**src/rtl/usb_tx_packetizer.sv**
```systemverilog
// usb_tx_packetizer: builds USB full-speed handshake/data packets (SYNC, PID, payload, CRC16, EOP)
// with bit stuffing and NRZI onto D+/D-.
module usb_tx_packetizer #(
    parameter int CLKS_PER_BIT = 8,
    parameter int MAX_PAYLOAD  = 64
) (
    input  logic       clk,
    input  logic       rst,
    input  logic       tx_start,
    input  logic [2:0] tx_packet,
    input  logic [6:0] buffer_occupancy,
    input  logic [7:0] tx_packet_data,
    output logic       get_tx_packet_data,
    output logic       dplus_out,
    output logic       dminus_out,
    output logic       tx_transfer_active,
    output logic       tx_done,
    output logic       tx_error
);
    localparam int CW = (CLKS_PER_BIT > 1) ? $clog2(CLKS_PER_BIT) : 1;
    typedef enum logic [2:0] {IDLE, SYNC, PID, DATA, CRC, EOP} state_t;
    state_t state, state_n;
    logic [CW-1:0] cnt, cnt_n;
    logic [3:0] idx, idx_n, pid_code;
    logic [6:0] bytes, bytes_n;
    logic [7:0] pid, pid_n, shreg, shreg_n;
    logic [15:0] crc, crc_n, crc_step;
    logic [2:0] ones, ones_n;
    logic stuffing, stuffing_n, level, level_n, is_data, is_data_n, done_n, error_n;
    logic data_req, accept, cur_bit, line_bit, nrzi, bit_end, last, stuff_now;

    assign data_req = tx_packet == 3'd1 || tx_packet == 3'd2;
    assign accept = tx_packet != 3'd0 && tx_packet < 3'd6 && !(data_req && buffer_occupancy > 7'(MAX_PAYLOAD));
    assign pid_code = tx_packet == 3'd1 ? 4'b0011 : tx_packet == 3'd2 ? 4'b1011 :
                      tx_packet == 3'd3 ? 4'b0010 : tx_packet == 3'd4 ? 4'b1010 : 4'b1110;
    assign get_tx_packet_data = state == DATA && idx == 4'd0 && cnt == '0 && !stuffing;
    assign bit_end = cnt == CW'(CLKS_PER_BIT - 1);
    assign last = state == CRC ? idx == 4'd15 : idx == 4'd7;
    // Bit 0 of each byte is taken straight from the buffer in the pop cycle, later cycles use the captured copy.
    assign cur_bit = state == SYNC ? idx == 4'd7 :
                     state == PID  ? pid[idx[2:0]] :
                     state == DATA ? (get_tx_packet_data ? tx_packet_data[0] : shreg[idx[2:0]]) :
                     state == CRC  ? ~crc[4'd15 - idx] : 1'b0;
    assign line_bit = cur_bit & ~stuffing;
    assign nrzi = line_bit ? level : ~level;
    assign stuff_now = !stuffing && cur_bit && ones == 3'd5;
    assign crc_step = {crc[14:0], 1'b0} ^ ((crc[15] ^ cur_bit) ? 16'h8005 : 16'h0000);
    assign dplus_out = state == IDLE ? 1'b1 : state == EOP ? idx == 4'd2 : nrzi;
    assign dminus_out = state != IDLE && state != EOP && !nrzi;
    assign tx_transfer_active = state != IDLE;

    always_comb begin
        state_n = state;
        cnt_n = cnt;
        idx_n = idx;
        bytes_n = bytes;
        pid_n = pid;
        shreg_n = get_tx_packet_data ? tx_packet_data : shreg;
        crc_n = crc;
        ones_n = ones;
        stuffing_n = stuffing;
        level_n = level;
        is_data_n = is_data;
        done_n = 1'b0;
        error_n = 1'b0;
        if (state == IDLE) begin
            cnt_n = '0;
            idx_n = '0;
            ones_n = '0;
            stuffing_n = 1'b0;
            level_n = 1'b1;
            error_n = tx_start && !accept;
            if (tx_start && accept) begin
                state_n = SYNC;
                pid_n = {~pid_code, pid_code};
                is_data_n = data_req;
                bytes_n = buffer_occupancy;
            end
        end else if (bit_end) begin
            cnt_n = '0;
            if (state == EOP) begin
                idx_n = idx + 4'd1;
                if (idx == 4'd2) begin
                    state_n = IDLE;
                    done_n = 1'b1;
                end
            end else if (stuff_now) begin
                // Field position is held so the stuff bit slots in before the next data bit.
                level_n = nrzi;
                stuffing_n = 1'b1;
                ones_n = 3'd0;
                if (state == DATA) crc_n = crc_step;
            end else begin
                level_n = nrzi;
                stuffing_n = 1'b0;
                ones_n = line_bit ? ones + 3'd1 : 3'd0;
                if (state == DATA && !stuffing) crc_n = crc_step;
                idx_n = last ? 4'd0 : idx + 4'd1;
                if (last) begin
                    state_n = state == SYNC ? PID :
                              state == PID  ? (!is_data ? EOP : bytes == 7'd0 ? CRC : DATA) :
                              state == DATA ? (bytes == 7'd1 ? CRC : DATA) : EOP;
                    if (state == SYNC) crc_n = 16'hFFFF;
                    if (state == DATA) bytes_n = bytes - 7'd1;
                    if (state_n == EOP) level_n = 1'b1;
                end
            end
        end else begin
            cnt_n = cnt + 1'b1;
        end
    end

    always_ff @(posedge clk or posedge rst) begin
        if (rst) begin
            state <= IDLE;
            cnt <= '0;
            idx <= '0;
            bytes <= '0;
            pid <= '0;
            shreg <= '0;
            crc <= '0;
            ones <= '0;
            stuffing <= 1'b0;
            level <= 1'b1;
            is_data <= 1'b0;
            tx_done <= 1'b0;
            tx_error <= 1'b0;
        end else begin
            state <= state_n;
            cnt <= cnt_n;
            idx <= idx_n;
            bytes <= bytes_n;
            pid <= pid_n;
            shreg <= shreg_n;
            crc <= crc_n;
            ones <= ones_n;
            stuffing <= stuffing_n;
            level <= level_n;
            is_data <= is_data_n;
            tx_done <= done_n;
            tx_error <= error_n;
        end
    end
endmodule
```
**config.mk**
```make
export PLATFORM = sky130hd
export DESIGN_NAME = usb_tx_packetizer
export DESIGN_NICKNAME = d
export VERILOG_FILES = /design/src/rtl/usb_tx_packetizer.sv
export SDC_FILE = /design/constraint.sdc
export NUM_CORES = 1
export LEC_CHECK = 0
export ABC_AREA = 0
export BUFFER_PORTS_ARGS = -buffer_cell sky130_fd_sc_hd__buf_4
export CAP_MARGIN = 10
export CORE_AREA = 5 5 96 98
export DETAILED_ROUTE_END_ITERATION = 6
export DIE_AREA = 0 0 101 103
export SKIP_CTS_REPAIR_TIMING = 1
export SLEW_MARGIN = 0
export SYNTH_ARGS = -nofsm -noshare
export SYNTH_HDL_FRONTEND = slang
export SYNTH_SLANG_ARGS = --single-unit
```
**constraint.sdc**
```tcl
create_clock -name clk -period 4.1 [get_ports clk]
set_input_delay 0.615 -clock clk [delete_from_list [all_inputs] [get_ports clk]]
set_output_delay 0.615 -clock clk [all_outputs]
set_load 0.03 [all_outputs]
```
==> metrics.md <==
| Metric | Value |
|---|---|
| Final Wtd Congestion | around 0.8 |
| Clock-pin slew on the worst setup and hold paths | 0.11 ns |
| Mean Syn Cell Area | between 10 and 15 um^2 |
| Prevailing post-synth register cell | dfrtp_1 |
| Total grt overflow | 0 |
| Fin util | between 40% and 50% |
| Initial antenna violation count | 0 |
| Final cell count without fillers | approximately 450 |
| Later-pin clock latency in the skew report | 0.32 ns |
| HP Class | in2async |
| Nets | roughly 370 |
| Die height | 103 um |
| Number of synthesized register bits | 56 |
| Post-synth EDFFs | 0 |
| Max_slew headroom | 58.9% |
| Synth Area in Compound Gates | approximately 19% |
| Final worst slack | around 0.48 ns |
| Max_cap viols | 0 |
| Via count of the first global-routing pass | about 2500 |
| Starting density of the core | 38.4% |
| Critical path endpoint category | output port |
| Placed cell area | around 0.0035 mm^2 |
| Vias | 2505 |
| Core region area | between 0.008 and 0.009 mm^2 |
| Clock sinks | 56 |
| Dominant cell type by area after synthesis | dfrtp_1 |
| PwrDens | ~460 mW/mm^2 |
| PortBufs | 26 |
| Arr. time, crit path | around 3 ns |
| Reg2Reg Capture Point | bytes[4] |
| I/O Pins | 27 |
| Post-Synth Adder-Cell Area | approximately 3.9% |
| Slew Limit Fails | 0 |
| Antenna Violating Nets Remaining | 0 |
| Final Cell Area | 0.00362 mm^2 |
| DP Worst Slack | between 0.7 and 0.8 ns |
| CP Class | reg2out |
| CTS tree | built |
| Skew final | 0.00894 ns |
| GRT Total Usage | ~14% |
| Post-Synth Simple-Gate Area | 16.8% |
| CTS Root Cell | clkbuf_8 |
| Reg-to-reg setup timing slack | around 0.97 ns |
| Post-synthesis mux area share | 9.25% |
| Largest net degree at the start of global routing | 33 |
| Dpl hpwl | between 5 and 6 mm |
| YS warnings | 0 |
| Critical path's top delay family | simple AND/OR/NAND/NOR gates |
| # setup viols final | 0 |
| Max IR drop VDD | around 270 uV |
| Static leakage | around 1.6 nW |
| Main combinational cell family by area after synthesis | compound AO/OA/AOI/OAI gates |
| First-pass GRT wire length | 12.1 mm |
| Ranking of synthesized cells by area | dfrtp_1 43%, mux4_2 4.2%, o22a_1 4.1% |
| Number of fillers in the final layout | just over 800 |
| Iter 0 DRT Violations | roughly 150 |
| Tot Pwr | 1.66 mW |
| Distinct cells, synth | 63 |
| Outcome | finished clean |
| Slowest stage delay, CP | 0.61 ns |
| Syn Nets | 350 |
| Post-Route WL | 6.95 mm |
| Placed insts | ~440 |
| Crit path time final | 3.62 ns |
| Share of cells above drive strength 1 | 19.2% |
| Routed vias/inst | ~5.5 |
| Antenna cells | 0 |
| CP Buf/Inv Count | 2 |
| DR WL/cell | 15.4 um |
| Fin. Hold Viols | 0 |
| Synth Cell Area | around 0.0032 mm^2 |
| TritonCTS buffer count | 5 |
| DRC viols | 0 |
| Post-Synth XOR/XNOR Area | about 2.4% |
| Area Overhead vs Synth | 12.4% |
| CP Data Required Time | around 3.5 ns |
| Highest-delay cell along the critical path | dfrtp_1 |
| Largest fanout on the critical path | 13 |
| Hold_ws | between 0.3 and 0.4 ns |
| Total negative slack | 0 ns |
| Clock buffer depth | 2 |
| Rows | 34 |
| R2R cell count | 7 |
| FFs w/ async S/R, synth | 100% |
| Final period utilization | between 80 and 90% |
| Startpoint types | register |
| Htree depth | 2 |
| RSZ-0062 raised after global routing | no |
| Register area share after synthesis | a little over two fifths |
| Yosys top cell area share | between 40% and 50% |
| Syn Inst Count | between 300 and 400 |
| Launch point of the worst reg-to-reg path | idx[0] |
| F_max | around 280 MHz |
| Least-Margin Pin Slew | just over 0.6 ns |
| Die Area | approximately 0.010 mm^2 |
| DRT Pass-1 Iters | 4 |
| Die width | roughly 100 um |
| Crit-path cells | inv_1, ha_1, nand2_1, or4_1, a32oi_1, a31oi_4, nor2_1, xnor2_1, o21ba_2, buf_4 |
## report_power, final
group	switching [mW]	internal, mW	total (mW)
registers	0.131	0.650	0.781
logic	0.304	0.257	0.561
clock network	0.191	0.122	0.313
## sequential cells by signal, indices dropped and copies added, names as in the netlist
name / cells
state: 3
stuffing: 1
ones: 3
crc: 16
tx_error: 1
shreg: 8
pid: 7
idx: 4
is_data: 1
level: 1
tx_done: 1
cnt: 3
bytes: 7
## layout make-up
class	instances	area (um^2)	share of cell area, %
clock inverter	2	16.3	0.450
multi-input combinational	227	1670	46.1
sequential	56	1400	38.8
tap	108	135	3.74
inverter	20	75.1	2.08
clock buffer	6	72.6	2.01
timing repair buffer	33	248	6.85
## cells by family (layout without fill, tap and decap cells)
| family | Yosys count | count (layout) |
|---|---|---|
| adder cells (fa/ha/maj) | 10 | 10 |
| AND/OR/NAND/NOR | 107 | 107 |
| AO/OA/AOI/OAI | 80 | 80 |
| buffers and inverters | 36 | 61 |
| multiplexers | 21 | 21 |
| flip-flops | 56 | 56 |
| XOR/XNOR | 9 | 9 |
## per-layer routing
layer / wire length, um / part of all wire, % / global-route usage, % / vias up
met3: 173 / 2.5 / 2.23 / 6
met5: 0 / 0 / 0 / -
li1: - / - / - / 1216
met4: 78 / 1.1 / 4.29 / 0
met2: 3360 / 48 / 23.6 / 32
met1: 3340 / 48 / 19.8 / 1251
## placed cells by master (no fill, tap or decap), types with 4 or more instances in the layout
cell,count
a21oi_1,7
buf_4,33
clkbuf_8,5
dfrtp_1,55
ha_1,10
inv_1,18
mux2_2,10
mux2i_1,5
mux4_2,6
nand2_1,26
nand2b_1,5
nand3_1,10
nand4_1,4
nor2_1,28
nor2b_1,5
nor3_1,8
o21a_1,5
o21ai_0,12
o22a_1,15
o31ai_1,4
or4_1,4
xnor2_1,7
## worst max-delay path by stage
stage,start,to,slack [ns],depth (start not counted)
after CTS,idx[0],dplus_out,0.43,8
after global routing,idx[0],dplus_out,0.23,10
final,idx[0],dplus_out,0.48,10
after floorplan,idx[1],dminus_out,0.97,11
after detailed placement,idx[0],dplus_out,0.79,10
after global placement,idx[0],dplus_out,0.84,10
## synthesized netlist by cell type (4+ instances only)
library cell,instances
o31ai_1,4
o21ai_0,12
inv_1,19
nor2_1,28
or4_1,4
o21a_1,5
xnor2_1,7
buf_2,4
clkbuf_1,10
o22a_1,15
nand2b_1,5
mux2i_1,5
dfrtp_1,55
mux2_2,10
nor2b_1,5
a21oi_1,7
ha_1,10
nand4_1,4
nand3_1,10
mux4_2,6
nor3_1,8
nand2_1,26
No activity file was read; power rests on OpenSTA's default activity.
